## src/rtl/score_pkg.sv

```systemverilog
// Shared constants for the score display: segment patterns, converter states
// and a constant-width helper used to size the shift counter.
package score_pkg;

    localparam logic [6:0] SEG_0     = 7'b1000000;
    localparam logic [6:0] SEG_1     = 7'b1111001;
    localparam logic [6:0] SEG_2     = 7'b0100100;
    localparam logic [6:0] SEG_3     = 7'b0110000;
    localparam logic [6:0] SEG_4     = 7'b0011001;
    localparam logic [6:0] SEG_5     = 7'b0010010;
    localparam logic [6:0] SEG_6     = 7'b0000010;
    localparam logic [6:0] SEG_7     = 7'b1011000;
    localparam logic [6:0] SEG_8     = 7'b0000000;
    localparam logic [6:0] SEG_9     = 7'b0010000;
    localparam logic [6:0] SEG_BLANK = 7'b1111111;

    typedef enum logic [1:0] {
        IDLE  = 2'd0,
        SHIFT = 2'd1,
        LATCH = 2'd2
    } state_t;

    // Ceiling log2; a value of 1 returns 0, so callers size counters with n+1.
    function automatic int clog2(input int value);
        int result;
        int v;
        result = 0;
        v = value - 1;
        while (v > 0) begin
            result = result + 1;
            v = v >> 1;
        end
        return result;
    endfunction

endpackage

```

## src/rtl/score_display_bcd_seg7_encode.sv

```systemverilog
// Combinational nibble to active-low seven-segment pattern (gfedcba).
// Any nibble above 9, or an asserted blank flag, turns the digit off.
module seg7_encode
    import score_pkg::*;
(
    input  logic [3:0] nibble,
    input  logic       blank,
    output logic [6:0] seg
);

    always_comb begin
        seg = SEG_BLANK;
        if (!blank) begin
            case (nibble)
                4'd0:    seg = SEG_0;
                4'd1:    seg = SEG_1;
                4'd2:    seg = SEG_2;
                4'd3:    seg = SEG_3;
                4'd4:    seg = SEG_4;
                4'd5:    seg = SEG_5;
                4'd6:    seg = SEG_6;
                4'd7:    seg = SEG_7;
                4'd8:    seg = SEG_8;
                4'd9:    seg = SEG_9;
                default: seg = SEG_BLANK;
            endcase
        end
    end

endmodule

```

## src/rtl/score_display_bcd.sv

```systemverilog
// Saturating score accumulator feeding a one-bit-per-cycle shift-and-add-3
// BCD converter; the segment outputs only change once a conversion completes.
module score_display_bcd
    import score_pkg::*;
#(
    parameter int SCORE_W    = 10,
    parameter int NUM_DIGITS = 3,
    parameter int MAX_SCORE  = 999,
    parameter bit BLANK_LEAD = 1'b1
) (
    input  logic                    clk,
    input  logic                    reset,
    input  logic                    add_en,
    input  logic [7:0]              add_val,
    input  logic                    clear,
    output logic [SCORE_W-1:0]      score,
    output logic [7*NUM_DIGITS-1:0] seg_out,
    output logic                    busy,
    output logic                    done
);

    localparam int SUM_W = ((SCORE_W > 8) ? SCORE_W : 8) + 1;
    localparam int BCD_W = 4 * NUM_DIGITS;
    localparam int SEG_W = 7 * NUM_DIGITS;
    localparam int CNT_W = clog2(SCORE_W + 1);

    localparam logic [CNT_W-1:0] LAST_SHIFT = CNT_W'(SCORE_W - 1);
    localparam logic [SUM_W-1:0] MAX_SUM    = SUM_W'(MAX_SCORE);

    localparam longint DIGIT_LIMIT = longint'(10) ** NUM_DIGITS;
    localparam longint SCORE_LIMIT = longint'(1) << SCORE_W;

    if ((longint'(MAX_SCORE) >= DIGIT_LIMIT) || (longint'(MAX_SCORE) >= SCORE_LIMIT)) begin : g_bad_params
        $error("score_display_bcd: MAX_SCORE must fit both NUM_DIGITS digits and SCORE_W bits");
    end

    function automatic logic [SEG_W-1:0] reset_pattern();
        logic [SEG_W-1:0] p;
        p = '0;
        for (int d = 0; d < NUM_DIGITS; d++) begin
            p[7*d +: 7] = ((d == 0) || !BLANK_LEAD) ? SEG_0 : SEG_BLANK;
        end
        return p;
    endfunction

    localparam logic [SEG_W-1:0] SEG_RESET = reset_pattern();

    state_t                  state;
    state_t                  state_nxt;
    logic                    dirty;
    logic                    event_hit;
    logic                    capture;
    logic [SUM_W-1:0]        sum;
    logic [SCORE_W-1:0]      next_score;
    logic [CNT_W-1:0]        bit_cnt;
    logic [SCORE_W-1:0]      bin_sr;
    logic [BCD_W-1:0]        bcd_sr;
    logic [BCD_W-1:0]        bcd_adj;
    logic [NUM_DIGITS-1:0]   blank;
    logic                    zero_above;
    logic [SEG_W-1:0]        seg_enc;

    assign event_hit = clear | add_en;
    assign capture   = (state == IDLE) && dirty;
    assign busy      = (state != IDLE);

    // Wide enough sum that the saturation compare never sees a wrapped value.
    always_comb begin
        sum        = SUM_W'(score) + SUM_W'(add_val);
        next_score = (sum > MAX_SUM) ? SCORE_W'(MAX_SCORE) : sum[SCORE_W-1:0];
    end

    // A new event always re-arms dirty, even on the edge that captures.
    always_ff @(posedge clk or posedge reset) begin
        if (reset) begin
            score <= '0;
            dirty <= 1'b0;
        end else begin
            if (clear) begin
                score <= '0;
            end else if (add_en) begin
                score <= next_score;
            end
            if (event_hit) begin
                dirty <= 1'b1;
            end else if (capture) begin
                dirty <= 1'b0;
            end
        end
    end

    always_ff @(posedge clk or posedge reset) begin
        if (reset) begin
            state <= IDLE;
        end else begin
            state <= state_nxt;
        end
    end

    always_comb begin
        state_nxt = state;
        case (state)
            IDLE:    if (dirty) state_nxt = SHIFT;
            SHIFT:   if (bit_cnt == LAST_SHIFT) state_nxt = LATCH;
            LATCH:   state_nxt = IDLE;
            default: state_nxt = IDLE;
        endcase
    end

    always_comb begin
        bcd_adj = bcd_sr;
        for (int d = 0; d < NUM_DIGITS; d++) begin
            if (bcd_sr[4*d +: 4] >= 4'd5) begin
                bcd_adj[4*d +: 4] = bcd_sr[4*d +: 4] + 4'd3;
            end
        end
    end

    // Converter datapath: {bcd, bin} shifts left once per SHIFT cycle.
    always_ff @(posedge clk or posedge reset) begin
        if (reset) begin
            bin_sr  <= '0;
            bcd_sr  <= '0;
            bit_cnt <= '0;
        end else begin
            case (state)
                IDLE: begin
                    if (dirty) begin
                        bin_sr  <= score;
                        bcd_sr  <= '0;
                        bit_cnt <= '0;
                    end
                end
                SHIFT: begin
                    bcd_sr  <= {bcd_adj[BCD_W-2:0], bin_sr[SCORE_W-1]};
                    bin_sr  <= {bin_sr[SCORE_W-2:0], 1'b0};
                    bit_cnt <= bit_cnt + CNT_W'(1);
                end
                default: begin
                end
            endcase
        end
    end

    // A digit is blank only while it and every digit above it are zero.
    always_comb begin
        blank      = '0;
        zero_above = 1'b1;
        for (int d = NUM_DIGITS - 1; d > 0; d--) begin
            zero_above = zero_above && (bcd_sr[4*d +: 4] == 4'd0);
            blank[d]   = BLANK_LEAD && zero_above;
        end
    end

    for (genvar i = 0; i < NUM_DIGITS; i++) begin : g_digit
        seg7_encode u_enc (
            .nibble (bcd_sr[4*i +: 4]),
            .blank  (blank[i]),
            .seg    (seg_enc[7*i +: 7])
        );
    end

    always_ff @(posedge clk or posedge reset) begin
        if (reset) begin
            seg_out <= SEG_RESET;
            done    <= 1'b0;
        end else begin
            done <= (state == LATCH);
            if (state == LATCH) begin
                seg_out <= seg_enc;
            end
        end
    end

endmodule
```

## config.mk

```make
export PLATFORM = sky130hd
export DESIGN_NAME = score_display_bcd
export DESIGN_NICKNAME = d
export VERILOG_FILES = /design/src/rtl/score_pkg.sv /design/src/rtl/score_display_bcd_seg7_encode.sv /design/src/rtl/score_display_bcd.sv
export SDC_FILE = /design/constraint.sdc
export NUM_CORES = 1
export LEC_CHECK = 0
export BUFFER_PORTS_ARGS = -buffer_cell sky130_fd_sc_hd__buf_2
export CORE_MARGIN = 1.5
export CORE_UTILIZATION = 58
export DETAILED_ROUTE_END_ITERATION = 12
export GPL_ROUTABILITY_DRIVEN = 1
export GPL_TIMING_DRIVEN = 0
export MAX_ROUTING_LAYER = met4
export PLACE_DENSITY_LB_ADDON = 0.05
export SYNTH_ARGS = -nofsm -noshare
export SYNTH_HDL_FRONTEND = slang
export SYNTH_SLANG_ARGS = --single-unit
export TNS_END_PERCENT = 5
```

## constraint.sdc

```tcl
create_clock -name clk -period 3.1 [get_ports clk]
set_input_delay 0 -clock clk [delete_from_list [all_inputs] [get_ports clk]]
set_output_delay 0 -clock clk [all_outputs]
set_load 0.01 [all_outputs]
```

=== After elaboration in Yosys (flattened, before gate mapping) ===
Memories as Yosys holds them, arrays and structs flattened. A register that Yosys moved wholly into a read port is not among the register bits.
Cells that the tools add are included.
Widths: inputs -> output; s select.

* Register bits: 61
* Bits in read-only memories: 336
* Input port bits: 12
* Output and inout bits: 33
* Logic and storage cells: 56
* Memories kept: 3

* Add/subtract/negate cells: 5
* $lt $le $gt $ge: 4
* Eq/ne operators: 5
* Mux-type cells: 19
* Bitwise gates (word level): 1
* Reductions and logical operators: 11

{| class="wikitable"
|+ Memory list
! memory !! depth !! bits a word !! read ports !! clocked after memory_dff !! write ports !! RTL line !! source
|-
| (no name shown) || 16 || 7 || 1 || 1 || 0 || score_display_bcd_seg7_encode.sv:14 || <nowiki>case (nibble)</nowiki>
|-
| (no name shown) || 16 || 7 || 1 || 0 || 0 || score_display_bcd_seg7_encode.sv:14 ||
|-
| (no name shown) || 16 || 7 || 1 || 0 || 0 || score_display_bcd_seg7_encode.sv:14 ||
|}

{| class="wikitable"
|+ Operators by type and width
! kind !! count
|-
| $mux 10 || 4
|-
| $pmux 12 s2 || 1
|-
| $pmux 10 s2 || 1
|-
| $mux 7 || 2
|-
| $ge 4x3->1 const B || 3
|-
| $mux 12 || 1
|-
| $mux 4 || 3
|-
| $add 10x8->11 || 1
|-
| $gt 11x10->1 const B || 1
|-
| $add 4x2->4 const B || 2
|-
| $logic_not 4->1 || 2
|-
| $pmux 4 s2 || 1
|-
| $reduce_bool 2->1 || 4
|-
| $add 4x1->4 const B || 1
|-
| $eq 4x4->1 const B || 1
|-
| $mux 2 || 2
|-
| $ne 2x2->1 const B || 2
|-
| $pmux 2 s2 || 1
|-
| $reduce_and 2->1 || 2
|-
| $add 3x2->3 const B || 1
|-
| $mux 3 || 1
|-
| $eq 2x1->1 const B || 1
|-
| $eq 2x2->1 const B || 1
|-
| $logic_and 1x1->1 || 2
|-
| other kinds (3) || 4
|}

=== Logic depth before layout (Yosys ltp) ===
* Depth after elaboration: 5
* Depth in mapped cells: 9
* Depth with buffers taken out: 9

=== Cells and area by module ===
A second synthesis with hierarchy kept.

* Cells, all modules: 416
* Area, all modules: 3858.7 um2

{| class="wikitable"
|+ Modules (own cells, without submodules)
! module !! instances !! cells an instance !! area each (um2) !! sequential area each (um2)
|-
| score_display_bcd || 1 || 314 || 3194.3 || 1545.2
|-
| seg7_encode || 3 || 34 || 221.5 || 0.0
|}

=== Worst setup path after synthesis ===
OpenSTA, ideal clock, no wires.

* Path type: flip-flop to flip-flop
* Start point: register score[0]
* End point: register score[3]
* Setup time: 122 ps
* Arrival time: 2166 ps
* Required time: 2978 ps
* Slack: 813 ps
* Stages on the path, launching flop included: 10
* Path buffers: 0
* Period minus slack after synthesis: 2287 ps
* Cell sequence: dfrtp_1 > ha_1 > inv_1 > fa_1 > nand2b_1 > a21oi_1 > a311oi_2 > xnor2_1 > nand4_2 > a32o_1

* Word-level cells in the longest chain between the ends: 5

{| class="wikitable"
|+ Ends and longest elaborated chain
! item !! RTL line !! source
|-
| from (decl) || score_display_bcd.sv:16 || <nowiki>output logic [SCORE_W-1:0] score,</nowiki>
|-
| from (signal assigned) || score_display_bcd.sv:82 || <nowiki>score <= next_score;</nowiki>
|-
| $add 10x8->11 * || score_display_bcd.sv:69 || <nowiki>sum = SUM_W'(score) + SUM_W'(add_val);</nowiki>
|-
| $gt 11x10->1 || score_display_bcd.sv:70 || <nowiki>next_score = (sum > MAX_SUM) ? SCORE_W'(MAX_SCORE) : sum[SCORE_W-1:0];</nowiki>
|-
| $mux 10 * || score_display_bcd.sv:70 ||
|-
| $mux 10 * || score_display_bcd.sv:81 || <nowiki>end else if (add_en) begin</nowiki>
|-
| $mux 10 * || score_display_bcd.sv:79 || <nowiki>if (clear) begin</nowiki>
|}

Every way passes the cells marked *; elsewhere a longest branch is shown, timed or not. The select of a mux whose other input is x is not followed.
A chain may end at the register's enable or synchronous reset.

=== Worst setup path after layout ===
* Start point: register score[0]
* End point: register score[1]

The elaborated chain is that of the path after synthesis.

==> flow_metrics.py <==
metrics = {
    "layout": {
        "number_of_inserted_diodes": 0,
        "layout_common_cells": "sky130_fd_sc_hd__nand2_1 (46), sky130_fd_sc_hd__dfrtp_1 (46), sky130_fd_sc_hd__buf_2 (42)",
        "final_net_count": 486,
        "fill_cells": 470,
        "seq_area_um2": 1550,
        "post_route_cells_drive_above_1_share_pct": 17.8,
        "multi_input_comb_area_um2": 1840,
        "areaGrowthSynthToFinish_pct": 14.0,
    },
    "critical_path": {
        "timing.critical_path.from_type": "register",
        "timing.rr.end": "score[1]",
        "critical_path_required_ps": 3330,
        "worst-endpoint-arrival_ps": 2820,
        "r2r-start": "score[0]",
        "crit_path_capture_type": "register",
        "crit_fanout": 6,
        "path_class": "reg2reg",
        "reg2reg_slack_ps": 520,
        "worst_r2r_path_depth": 9,
    },
    "sta": {
        "worst_slew_pin_slew_ps": 576,
        "finalSetupViolCount": 0,
        "hold_slack_ps": 63.2,
        "setup_tns_ps": 0,
        "min_period_over_period_pct": 83.4,
        "relSlewSlack_pct": 61.5,
        "period_needed_ps": 2580,
        "grt_setup_unrepaired": "no",
        "fin_worst_skew_ps": 12.1,
        "final_max_slew_viol_count": 0,
        "max_clock_freq_mhz": 387,
        "hold_viol_final": 0,
    },
    "yosys": {
        "yosysUniqueCellTypes": 51,
        "post_synth_main_area_contributors": "sky130_fd_sc_hd__dfrtp_1 (32%), sky130_fd_sc_hd__dfstp_2 (11%), sky130_fd_sc_hd__ha_1 (9.9%)",
        "mappedNetlistNets": 431,
        "yosys_register_bits": 61,
        "synth_mux_area_share_pct": 0.564,
        "post_synth_xor_area_fraction_pct": 2.47,
        "synth_adder_area_share_pct": 10.4,
        "synth_edf_count": 0,
        "combinational_family_with_the_most_area_after_synthesis": "compound AO/OA/AOI/OAI gates",
        "dominantRegCellSynth": "sky130_fd_sc_hd__dfrtp_1",
        "post_synthesis_area_per_instance_um2": 9.10,
        "syn-cell-area_um2": 3550,
        "synth_simple_gate_area_share_pct": 16.9,
        "post-synth-top-area-fraction_pct": 32.4,
        "synth_compound_area_share_pct": 21.3,
        "seq_area_frac_synth_pct": 43.5,
        "netlist.top_cell.by_area": "sky130_fd_sc_hd__dfrtp_1",
        "synth-async-reset-ratio_pct": 100,
        "ys_warn_count": 0,
        "synthCells": 390,
    },
    "route": {
        "avgViaCountPerCell": 5.61,
        "total_drc_errors_in_the_routed_layout": 0,
        "detailroute.via_count": 2944,
        "drt_first_pass_iters": 4,
        "route.antenna.remaining_nets": 0,
        "drt_iter0_drc": 89,
        "final_routed_wirelength_across_all_metal_layers_mm": 7.36,
        "wl_cell_um": 14.0,
    },
    "pwr": {
        "power_frac_comb_pct": 48.1,
        "total_power_w": 0.00383,
        "power.sequential.fraction_pct": 36.1,
        "p_leak_nw": 1.89,
        "clkPwrFrac_pct": 15.8,
        "internal_power_w": 0.00222,
        "switching_share_pct": 42.2,
        "netSwitchingPower_w": 0.00161,
        "pwr_density_cell_nw_per_um2": 947,
        "vdd.ir_drop.worst_v": 0.000523,
    },
    "clock_tree": {
        "clock_tree.htree_level_count": 3,
        "cts.path.max_buffers": 2,
        "clk_latency_ps": 330,
        "cts_inserted_buffers": 9,
        "cts_sinks": 61,
        "clock-root-buffer": "sky130_fd_sc_hd__clkbuf_8",
        "tritoncts": "done",
        "clock_slew_at_the_register_clock_pins_of_the_worst_setup_and_hold_paths_ps": 70,
        "cts_repair_resize_count": 0,
    },
    "grt": {
        "number_of_antenna_violations_at_the_first_check_in_global_routing": 0,
        "via_count_of_the_first_global_routing_pass": 2762,
        "grt_pass1_wl_mm": 12.1,
        "gr-total-overflow": 0,
        "grt_max_degree": 44,
        "grt_usage_pct": 24.7,
    },
    "status": {
        "status": "finished, final reports clean",
    },
    "min_path": {
        "min-delay-start": "clear",
        "hold_path_depth": 2,
        "timing.hold.worst.class": "in2reg",
        "timing.hold.worst_endpoint": "score[2]",
    },
    "floorplanning": {
        "die_w_um": 81.2,
        "num_rows": 28,
        "die_area_um2": 6600,
        "initial_core_utilization_pct": 60.0,
        "die_height_um": 81.2,
        "placeableCoreArea_um2": 5920,
        "top_level_ports": 45,
    },
    "placed_design": {
        "gp_congestion": 0.866,
        "dp_hpwl_mm": 5.51,
        "place.port_buffers": 42,
    },
    "run": {
        "maxCapViolCount": 0,
    },
}
-- cell families (layout without fill, tap and decap cells) --
logic type | after synthesis | after routing
buf+inv | 45 | 105
mux | 2 | 2
xor+xnor | 10 | 10
fa+ha+maj | 29 | 29
flops | 61 | 61
compound gates | 114 | 114
simple gates | 129 | 129
-- state kept, by name, indices dropped and copies added (netlist names) --
signal   count
bit_cnt      4
state        2
dirty        1
seg_out     21
bin_sr      10
score       10
done         1
bcd_sr      12
-- worst max-delay path, stage by stage (launching register included) --
cell                       delay [ps]
sky130_fd_sc_hd__dfrtp_1          390
sky130_fd_sc_hd__ha_1             210
sky130_fd_sc_hd__inv_1             60
sky130_fd_sc_hd__fa_1             400
sky130_fd_sc_hd__nand2b_1         160
sky130_fd_sc_hd__a21oi_1          280
sky130_fd_sc_hd__a311oi_2         240
sky130_fd_sc_hd__xnor2_1          220
sky130_fd_sc_hd__nand4_2          200
sky130_fd_sc_hd__a311oi_1         320
-- Yosys cell counts, types with 2 or more instances --
master                      n
sky130_fd_sc_hd__a211oi_1   5
sky130_fd_sc_hd__dfstp_2   15
sky130_fd_sc_hd__nor2_1    36
sky130_fd_sc_hd__o21a_1     3
sky130_fd_sc_hd__buf_1      2
sky130_fd_sc_hd__a22oi_1    8
sky130_fd_sc_hd__o21ai_1   28
sky130_fd_sc_hd__a21o_1     2
sky130_fd_sc_hd__o211ai_1   4
sky130_fd_sc_hd__a31oi_1    4
sky130_fd_sc_hd__mux2i_1    2
sky130_fd_sc_hd__a32o_1     5
sky130_fd_sc_hd__nand3_1   14
sky130_fd_sc_hd__dfrtp_1   46
sky130_fd_sc_hd__nand2_1   46
sky130_fd_sc_hd__nor3b_1    4
sky130_fd_sc_hd__inv_1     24
sky130_fd_sc_hd__nor3_1     3
sky130_fd_sc_hd__o31ai_1    2
sky130_fd_sc_hd__and3_1     2
sky130_fd_sc_hd__o21ai_0   10
sky130_fd_sc_hd__clkbuf_1  17
sky130_fd_sc_hd__a211oi_2   2
sky130_fd_sc_hd__a21oi_1   25
sky130_fd_sc_hd__a311oi_1   3
sky130_fd_sc_hd__nor2b_1    3
sky130_fd_sc_hd__xnor2_1    9
sky130_fd_sc_hd__nand2b_1  10
sky130_fd_sc_hd__ha_1      28
sky130_fd_sc_hd__o22a_1     4
sky130_fd_sc_hd__and2_1     3
sky130_fd_sc_hd__inv_2      2
-- power groups by stage --
stage	Combinational [W]	Sequential, W	Clock (W)
after floorplan	0.00131	0.00142	0
after global placement	0.00178	0.00138	0
after detailed placement	0.00184	0.00139	0
after CTS	0.00185	0.00138	0.000614
after global routing	0.00210	0.00143	0.000650
final	0.00184	0.00138	0.000604
-- stage by stage --
step	instance area, µm²	setup slack [ps]	cells	utilization [%]
floorplan	3550	813	390	-
global placement	3850	571	507	65.1
detailed placement	3870	543	508	65.4
CTS	4050	513	525	68.3
global route	4050	396	525	68.3
finish	4050	515	525	68.3
-- how the worst max path moves through the flow --
| stage | from | to | slack, ps | cells past startpoint |
|---|---|---|---|---|
| after global placement | score[0] | score[1] | 570 | 9 |
| after floorplan | score[0] | score[3] | 810 | 9 |
| after global routing | score[0] | score[1] | 400 | 9 |
| after detailed placement | score[0] | score[1] | 540 | 9 |
| after CTS | score[0] | score[1] | 510 | 9 |
| final | score[0] | score[1] | 520 | 9 |
-- repair_timing --
item	4_1_cts	5_1_grt
endpoints found under the hold margin	18	0
setup buffers	0	0
hold buffers	1	0
-- cell type report --
| cell class | count | share of cell area (%) |
|---|---|---|
| Buffer | 19 | 1.76 |
| Clock buffer | 14 | 3.77 |
| Clock inverter | 2 | 0.247 |
| Inverter | 26 | 2.41 |
| Multi-Input combinational cell | 284 | 45.4 |
| Sequential cell | 61 | 38.2 |
| Tap cell | 75 | 2.32 |
| Timing Repair Buffer | 44 | 5.94 |
-- per-layer routing --
metal  track usage [%]  share of wire, %
met1              29.0                46
met2              42.8                49
met3              4.04               2.9
met4              8.62               1.5
met5                 -                 0
Power figures use the tool's default switching activity.
